$ cat src/rtl/fetch_unit.sv
// ============================================================================
// fetch_unit
//
// Purpose:
//   Instruction fetch front end. Keeps a fetch PC, issues one word-aligned
//   read per cycle to a single-cycle-latency instruction memory, and places
//   each returned word with its PC into a 2-entry output FIFO for decode.
//   Downstream redirects flush the FIFO, drop the response still in flight,
//   and restart fetching at the new target.
//
// Optional feature:
//   Define FETCH_PERF_CNT_EN to add two 32-bit performance counters and
//   their output ports (perf_fetched, perf_stall). The default build has
//   neither the ports nor the counters.
//
// Parameters:
//   RESET_PC        first fetch address after reset (low two bits ignored)
//
// Ports:
//   clk             single clock, all state updates on its rising edge
//   rstn            asynchronous active-low reset
//   imem_rd_en      instruction-memory read request this cycle
//   imem_addr       byte address of the request, always word aligned
//   imem_rdata      read data, valid one cycle after imem_rd_en
//   redirect_valid  branch/jump redirect request from downstream
//   redirect_pc     redirect target address
//   if_valid        if_pc/if_instr hold a valid instruction for decode
//   if_pc           address of the presented instruction
//   if_instr        presented instruction word
//   id_ready        decode accepts the presented instruction this cycle
//   perf_fetched    (FETCH_PERF_CNT_EN only) count of completed transfers
//   perf_stall      (FETCH_PERF_CNT_EN only) cycles decode was ready but
//                   no instruction was available
// ============================================================================
module fetch_unit #(
    parameter logic [31:0] RESET_PC = 32'h0000_0000
) (
    input  logic        clk,
    input  logic        rstn,
    output logic        imem_rd_en,
    output logic [31:0] imem_addr,
    input  logic [31:0] imem_rdata,
    input  logic        redirect_valid,
    input  logic [31:0] redirect_pc,
    output logic        if_valid,
    output logic [31:0] if_pc,
    output logic [31:0] if_instr,
    input  logic        id_ready
`ifdef FETCH_PERF_CNT_EN
    ,
    output logic [31:0] perf_fetched,
    output logic [31:0] perf_stall
`endif
);

    localparam logic [31:0] ResetPcAligned = {RESET_PC[31:2], 2'b00};

    // Fetch PC and the single outstanding request
    logic [31:0] fetchPc_q;
    logic [31:0] fetchPc_d;
    logic        inflight_q;
    logic        inflight_d;
    logic [31:0] inflightPc_q;
    logic [31:0] inflightPc_d;

    // Two-entry output FIFO
    logic [31:0] fifoPc_q    [2];
    logic [31:0] fifoInstr_q [2];
    logic        rdPtr_q;
    logic        rdPtr_d;
    logic        wrPtr_q;
    logic        wrPtr_d;
    logic [1:0]  count_q;
    logic [1:0]  count_d;

    // Per-cycle control
    logic        push;
    logic        pop;
    logic        issue;
    logic [2:0]  committed;

    // The two low bits of a redirect target are discarded on purpose.
    logic        unusedRedirectLsbs;
    assign unusedRedirectLsbs = ^redirect_pc[1:0];

    // Handshake and issue decisions.
    // 'committed' is the number of FIFO slots that will be occupied once the
    // response in flight lands and this cycle's transfer (if any) retires.
    // Issuing only while it is below two means the FIFO can never overflow
    // and no response ever has to be dropped for lack of space. The reset
    // term keeps the request low while rstn is held, since the occupancy
    // terms alone would otherwise allow an issue.
    always_comb begin
        pop       = (count_q != 2'd0) && id_ready;
        push      = inflight_q && !redirect_valid;
        committed = {1'b0, count_q} + {2'b00, inflight_q} - {2'b00, pop};
        issue     = rstn && !redirect_valid && (committed < 3'd2);
    end

    // Next-state for the fetch PC and the in-flight tracker.
    // A redirect loads the aligned target and issues nothing, so the target
    // goes out on the following cycle. Back-to-back redirects simply keep
    // overwriting the PC, leaving only the last target. The PC increment
    // wraps naturally at the top of the 32-bit address space.
    always_comb begin
        fetchPc_d    = fetchPc_q;
        inflight_d   = issue;
        inflightPc_d = inflightPc_q;
        if (redirect_valid) begin
            fetchPc_d = {redirect_pc[31:2], 2'b00};
        end else if (issue) begin
            fetchPc_d = fetchPc_q + 32'd4;
        end
        if (issue) begin
            inflightPc_d = fetchPc_q;
        end
    end

    // Next-state for the FIFO pointers and occupancy.
    // A redirect empties the FIFO outright; an instruction decode accepts in
    // the same cycle is still treated as delivered (it is simply not kept).
    // The response arriving in a redirect cycle is not pushed, which is how
    // the in-flight request gets killed.
    always_comb begin
        rdPtr_d = rdPtr_q;
        wrPtr_d = wrPtr_q;
        count_d = count_q;
        if (redirect_valid) begin
            rdPtr_d = 1'b0;
            wrPtr_d = 1'b0;
            count_d = 2'd0;
        end else begin
            rdPtr_d = rdPtr_q ^ pop;
            wrPtr_d = wrPtr_q ^ push;
            count_d = count_q + {1'b0, push} - {1'b0, pop};
        end
    end

    // Control state registers.
    always_ff @(posedge clk or negedge rstn) begin
        if (!rstn) begin
            fetchPc_q    <= ResetPcAligned;
            inflight_q   <= 1'b0;
            inflightPc_q <= 32'd0;
            rdPtr_q      <= 1'b0;
            wrPtr_q      <= 1'b0;
            count_q      <= 2'd0;
        end else begin
            fetchPc_q    <= fetchPc_d;
            inflight_q   <= inflight_d;
            inflightPc_q <= inflightPc_d;
            rdPtr_q      <= rdPtr_d;
            wrPtr_q      <= wrPtr_d;
            count_q      <= count_d;
        end
    end

    // FIFO storage. Entries are cleared on reset so the presented PC and
    // instruction read as zero while reset is held.
    always_ff @(posedge clk or negedge rstn) begin
        if (!rstn) begin
            for (int i = 0; i < 2; i++) begin
                fifoPc_q[i]    <= 32'd0;
                fifoInstr_q[i] <= 32'd0;
            end
        end else if (push) begin
            fifoPc_q[wrPtr_q]    <= inflightPc_q;
            fifoInstr_q[wrPtr_q] <= imem_rdata;
        end
    end

    // Memory request and decode-facing outputs.
    always_comb begin
        imem_rd_en = issue;
        imem_addr  = fetchPc_q;
        if_valid   = (count_q != 2'd0);
        if_pc      = fifoPc_q[rdPtr_q];
        if_instr   = fifoInstr_q[rdPtr_q];
    end

`ifdef FETCH_PERF_CNT_EN
    logic [31:0] perfFetched_q;
    logic [31:0] perfStall_q;

    // Transfers are counted even when a redirect flushes the FIFO in the same
    // cycle, because decode did take that instruction. Both counters wrap.
    always_ff @(posedge clk or negedge rstn) begin
        if (!rstn) begin
            perfFetched_q <= 32'd0;
            perfStall_q   <= 32'd0;
        end else begin
            if (pop) begin
                perfFetched_q <= perfFetched_q + 32'd1;
            end
            if (id_ready && (count_q == 2'd0)) begin
                perfStall_q <= perfStall_q + 32'd1;
            end
        end
    end

    assign perf_fetched = perfFetched_q;
    assign perf_stall   = perfStall_q;
`endif

    // Structural invariants of the FIFO handshake.
    noOverflow : assert property (@(posedge clk) disable iff (!rstn)
        !(push && !pop && (count_q == 2'd2)));
    noUnderflow : assert property (@(posedge clk) disable iff (!rstn)
        !(pop && (count_q == 2'd0)));

endmodule

$ cat config.mk
export PLATFORM = sky130hd
export DESIGN_NAME = fetch_unit
export DESIGN_NICKNAME = d
export VERILOG_FILES = /design/src/rtl/fetch_unit.sv
export SDC_FILE = /design/constraint.sdc
export NUM_CORES = 1
export LEC_CHECK = 0
export ABC_CLOCK_PERIOD_IN_PS = 5500
export CORE_ASPECT_RATIO = 1.2
export CORE_UTILIZATION = 50
export DETAILED_ROUTE_END_ITERATION = 7
export PLACE_DENSITY = 0.74
export SLEW_MARGIN = 5
export SYNTH_ARGS = -nofsm -noshare
export SYNTH_HDL_FRONTEND = slang
export SYNTH_SLANG_ARGS = --single-unit
$ cat constraint.sdc
create_clock -name clk -period 5.5 [get_ports clk]
set_clock_uncertainty 0.2 [all_clocks]
set_input_delay 1.1 -clock clk [delete_from_list [all_inputs] [get_ports clk]]
set_output_delay 1.1 -clock clk [all_outputs]
set_load 0.02 [all_outputs]
==> flow_summary.json, run 1 <==
{
  "grt_max_degree": 81,
  "cts_made_buffers": 17,
  "total_power_mw": 5.98,
  "tightestPinTransition_ns": 1.19,
  "drv_slew": 0,
  "crit_required_ns": 4.20,
  "synthArstFlopShare_pct": 100,
  "r2r_slack_ns": 1.12,
  "drc": 0,
  "viasPerCell": 5.59,
  "status": "completed",
  "syn_inst": 703,
  "setup.worst_path.class": "in2out",
  "hpwl_um": 12900,
  "clock_latency_ns": 0.43,
  "ys_top_cells_by_count": "dfrtp_1 (189), mux2_2 (186), nand2_1 (125), clkbuf_1 (22), nor2_1 (18)",
  "synthDistinctLibCells": 44,
  "hold_viol_final": 0,
  "via_count": 6012,
  "synthMostInstantiatedCell": "dfrtp_1",
  "nets": 922,
  "cts-root-buf": "clkbuf_16",
  "drive_gt1_share_pct": 27.4,
  "max_slew_margin_pct": 20.1,
  "port_buffers": 159,
  "yosysTopAreaCell": "dfrtp_1",
  "dp.cells": 1044,
  "core_um2": 16800,
  "grt_pass1_vias": 6192,
  "gp_congestion": 0.837,
  "rsz0062_at_grt": "false",
  "antenna_found_initial": 0,
  "final_cells": 1075,
  "syn_to_final_growth_pct": 27.0,
  "cp_max_fo": 3,
  "start_util_pct": 50.9,
  "cts-resized-gates": 0,
  "clockBufferDepth": 2,
  "die_area_um2": 17600,
  "netlist_area_um2": 8550,
  "totalWireLength_um": 20000,
  "syn_avg_cell_area_um2": 12.2,
  "grt_usage_pct": 23.8,
  "hold_path_class": "reg2reg",
  "synth-edff-count": 0,
  "die_w_um": 121,
  "seq_area_um2": 4730,
  "setup_viol": 0,
  "grt_pass1_wl_um": 32500,
  "fin_setup_tns_ns": 0,
  "drt_iter0_markers": 372,
  "tritoncts": "done",
  "grt-ovfl-total": 0,
  "clock-sinks": 189,
  "maxCapViolCount": 0,
  "synth.top_cell.area_share_pct": 55.3,
  "startpoint_type": "input port",
  "drt-wirelength-per-cell_um": 18.6,
  "clk_pin_slew_ns": 0.07,
  "drt-pass1-iter-count": 7,
  "yosys_warnings": 0,
  "power_per_cell_area_nw_per_um2": 551,
  "synth_ff_type": "dfrtp_1",
  "cp-end-kind": "primary output",
  "multi_input_area_um2": 3590,
  "ys_ff_latch": 189,
  "post_cts_buffers": 0,
  "ir_drop_v": 0.000323,
  "fill_cells": 1298,
  "ant_nets": 0,
  "io_pins": 166,
  "critPathArrivalTime_ns": 3.96,
  "htree_levels": 4,
  "num_rows": 52,
  "period_needed_ns": 5.26,
  "n_antenna_cell": 0,
  "synthTopCellsByArea": "dfrtp_1 (55%), mux2_2 (24%), nand2_1 (5.5%)",
  "post-route-period-util_pct": 95.6,
  "ctsHoldBuffers": 0,
  "ys_seq_area_share_pct": 55.3,
  "cellLeakagePower_nw": 4.84,
  "die_y_um": 145,
  "max_clock_freq_mhz": 190
}
==> layout by cell type (no fill, tap or decap), types with 5 or more instances in the layout <==
cell type | synthesis | final
a21oi_1 | 5 | 5
a31o_2 | 5 | 5
buf_4 | 6 | 6
clkbuf_16 | 0 | 17
clkdlybuf4s50_1 | 0 | 158
dfrtp_1 | 189 | 188
inv_1 | 11 | 11
mux2_2 | 186 | 186
nand2_1 | 125 | 125
nand3_1 | 17 | 17
nand4_1 | 16 | 16
nor2_1 | 18 | 18
o211ai_1 | 6 | 6
o21ai_0 | 17 | 17
o311ai_0 | 5 | 5
o311ai_1 | 5 | 5
==> state kept, by name, summed over array words and instances (netlist names) <==
name / count
fifoInstr_q: 64
fifoPc_q: 60
imem_addr: 30
inflightPc_q: 30
count_q: 2
inflight_q: 1
rdPtr_q: 1
wrPtr_q: 1
==> worst paths after layout <==
check	startpoint	to	depth (start not counted)
max	id_ready	imem_rd_en	9
min	inflightPc_q[8]$_DFFE_PN0P_	inflightPc_q[8]$_DFFE_PN0P_	2
max reg2reg	count_q[1]$_DFF_PN0_	imem_addr[8]$_DFFE_PN0P_	12
min reg2reg	inflightPc_q[8]$_DFFE_PN0P_	inflightPc_q[8]$_DFFE_PN0P_	2
max in group asynchronous	rstn	fifoInstr_q[10]$_DFFE_PN0P_	2
min in group asynchronous	rstn	wrPtr_q$_DFF_PN0_	1
==> critical path, stage by stage <==
cell and delay [ns]:
clkdlybuf4s50_1 0.45, and2_1 0.20, ha_1 0.25, nand2b_1 0.16
fa_1 0.40, xor2_1 0.20, or3_2 0.52, clkinv_4 0.08
clkdlybuf4s50_1 0.60
==> cell type report <==
cell class                 count  area share, %
clock buffer                  21           4.24
clock inverter                10           1.06
inverter                      12          0.461
multi-input combinational    462           33.1
sequential                   189           43.6
tap                          216           2.49
timing repair buffer         165           15.1
==> power by group <==
| part | switching (mW) | internal [mW] |
|---|---|---|
| registers | 0.385 | 1.96 |
| logic | 1.13 | 1.31 |
| clock network | 0.516 | 0.691 |
| total | 2.03 | 3.95 |
==> per-layer routing <==
metal	global-route usage [%]	wire [µm]
met3	5.23	1120
met1	31.6	8520
met4	6.85	211
met5	0	0
met2	38.9	10100
==> through the flow <==
step                      util (%)  setup WS [ns]  hold slack [ns]  area [µm²]
after floorplan                  -           1.07            0.257        8560
after global placement        61.3          0.298            0.271       10300
after detailed placement      61.3          0.304            0.280       10300
after CTS                     64.7          0.247            0.297       10900
after global routing          64.7          0.154            0.314       10900
final                         64.7          0.240            0.294       10900
==> cell families (layout without fill, tap and decap cells) <==
logic type / Yosys count / count (layout) / share of synthesized area, %
buffers and inverters: 55 / 208 / 3.10
muxes: 188 / 188 / 24.7
DFF: 189 / 189 / 55.3
adders and majority gates: 7 / 7 / 1.11
other: 1 / 4 / 0.0439
and+or+nand+nor: 201 / 201 / 10.5
xor gates and xnor gates: 6 / 6 / 0.615
AOI/OAI and AO/OA: 56 / 56 / 4.60
Power figures use the tool's default switching activity.
==> run 2, diff against run 1 <==
- CORE_UTILIZATION: 50 -> 56
- PLACE_DENSITY: 0.74 -> 0.85
==> flow_summary.json, run 2 (synthesized netlist as in run 1, its figures left out) <==
{
  "ctsHoldBuffers": 0,
  "drt-pass1-iter-count": 4,
  "drt_iter0_markers": 439,
  "reg_top3": "fifoInstr_q (64), fifoPc_q (60)",
  "ir_drop_v": 0.000306,
  "clock-sinks": 189,
  "die_w_um": 115,
  "cp-end-kind": "primary output",
  "cp_max_fo": 3,
  "crit_required_ns": 4.20,
  "num_rows": 49,
  "grt_max_degree": 190,
  "clk_pin_slew_ns": 0.06,
  "die_y_um": 137,
  "io_pins": 166,
  "p_clk_share_pct": 19.4,
  "clock_latency_ns": 0.43,
  "period_needed_ns": 5.20,
  "hold_path_class": "reg2reg",
  "antenna_found_initial": 0,
  "wl_met2_um": 10100,
  "ant_nets": 0,
  "viasPerCell": 5.76,
  "power_frac_comb_pct": 41.0,
  "setup.worst_path.class": "in2out",
  "drc": 0,
  "final_cell_mix": "dfrtp_1 (188), mux2_2 (186), clkdlybuf4s50_1 (158)",
  "power.switching_mw": 2.02,
  "n_antenna_cell": 0,
  "hold_viol_final": 0,
  "maxCapViolCount": 0,
  "cts-root-buf": "clkbuf_16",
  "final_common_cell": "dfrtp_1",
  "status": "completed",
  "cellLeakagePower_nw": 4.83,
  "start_util_pct": 57.2,
  "drt-wirelength-per-cell_um": 18.8,
  "intPower_mw": 3.92,
  "tightestPinTransition_ns": 1.14,
  "gp_congestion": 0.809,
  "startpoint_type": "input port",
  "grt_pass1_vias": 6416,
  "swShare_pct": 34.0,
  "cts_made_buffers": 17,
  "drive_gt1_share_pct": 26.8,
  "final_cell_area_um2": 10800,
  "nets": 921,
  "whs_ns": 0.297,
  "clockBufferDepth": 2,
  "via_count": 6121,
  "htree_levels": 4,
  "syn_to_final_growth_pct": 26.6,
  "power_per_cell_area_nw_per_um2": 549,
  "drt-met1-wl_um": 8010,
  "setup_slack_ns": 0.299,
  "p_seq_share_pct": 39.6,
  "setup_viol": 0,
  "grt_usage_pct": 26.3,
  "hpwl_um": 12900,
  "totalWireLength_um": 19900,
  "grt-ovfl-total": 0,
  "max_clock_freq_mhz": 192,
  "post_cts_buffers": 0,
  "largest_reg_flops": 64,
  "drv_slew": 0,
  "die_area_um2": 15800,
  "core_um2": 15000,
  "tritoncts": "done",
  "cts-resized-gates": 0,
  "port_buffers": 159,
  "placed_cell_area_um2": 10300,
  "fin_setup_tns_ns": 0,
  "max_slew_margin_pct": 23.8,
  "rsz0062_at_grt": "false",
  "dpl_worst_slack_ns": 0.311,
  "highest_layer": "met4",
  "met3_length_um": 1200,
  "critPathArrivalTime_ns": 3.90,
  "grt_pass1_wl_um": 31600,
  "largest_register": "fifoInstr_q",
  "post-route-period-util_pct": 94.6
}
## run 2: worst paths after layout
path,startpoint,to,cells past startpoint,slack (ns)
max in group asynchronous,rstn,rdPtr_q$_DFF_PN0_,2,3.67
max,id_ready,imem_rd_en,9,0.30
min reg2reg,inflightPc_q[2]$_DFFE_PN0P_,inflightPc_q[2]$_DFFE_PN0P_,2,0.30
max reg2reg,count_q[1]$_DFF_PN0_,imem_addr[8]$_DFFE_PN0P_,12,1.20
min in group asynchronous,rstn,fifoInstr_q[26]$_DFFE_PN0P_,2,0.74
min,inflightPc_q[2]$_DFFE_PN0P_,inflightPc_q[2]$_DFFE_PN0P_,2,0.30
## run 2: per-stage QoR
stage | total power, mW | util (%) | instances
after floorplan | 3.79 | - | 706
after global placement | 4.68 | 68.7 | 1031
after detailed placement | 4.81 | 68.7 | 1031
after CTS | 5.98 | 72.3 | 1062
after global routing | 6.26 | 72.3 | 1062
final | 5.94 | 72.3 | 1062
## run 2: worst max-delay path, stage by stage
cell,delay (ns)
clkdlybuf4s50_1,0.45
and2_1,0.18
ha_1,0.25
nand2b_1,0.16
fa_1,0.37
xor2_1,0.18
or3_2,0.51
clkinv_4,0.09
clkdlybuf4s50_1,0.60
## run 2: routing by layer
layer / up-vias / GRT usage (%)
met5: - / 0
met4: 0 / 13.1
met3: 39 / 5.32
met2: 238 / 45.2
met1: 3102 / 31.6
li1: 2742 / -
## run 2: power by group through the flow
stage / registers [mW] / clock network, mW / logic, mW
finish: 2.35 / 1.15 / 2.44
global route: 2.43 / 1.22 / 2.61
CTS: 2.36 / 1.17 / 2.46
detailed placement: 2.37 / 0 / 2.44
global placement: 2.31 / 0 / 2.38
floorplan: 2.27 / 0 / 1.52
## run 2: layout make-up
cell class	count	area, µm²
inverters	12	50.0
well taps	204	255
flip-flops and latches	189	4730
clock buffers	26	489
clock inverters	5	58.8
multi-input cells	462	3590
repair buffers	164	1650
fillers	1112	4140
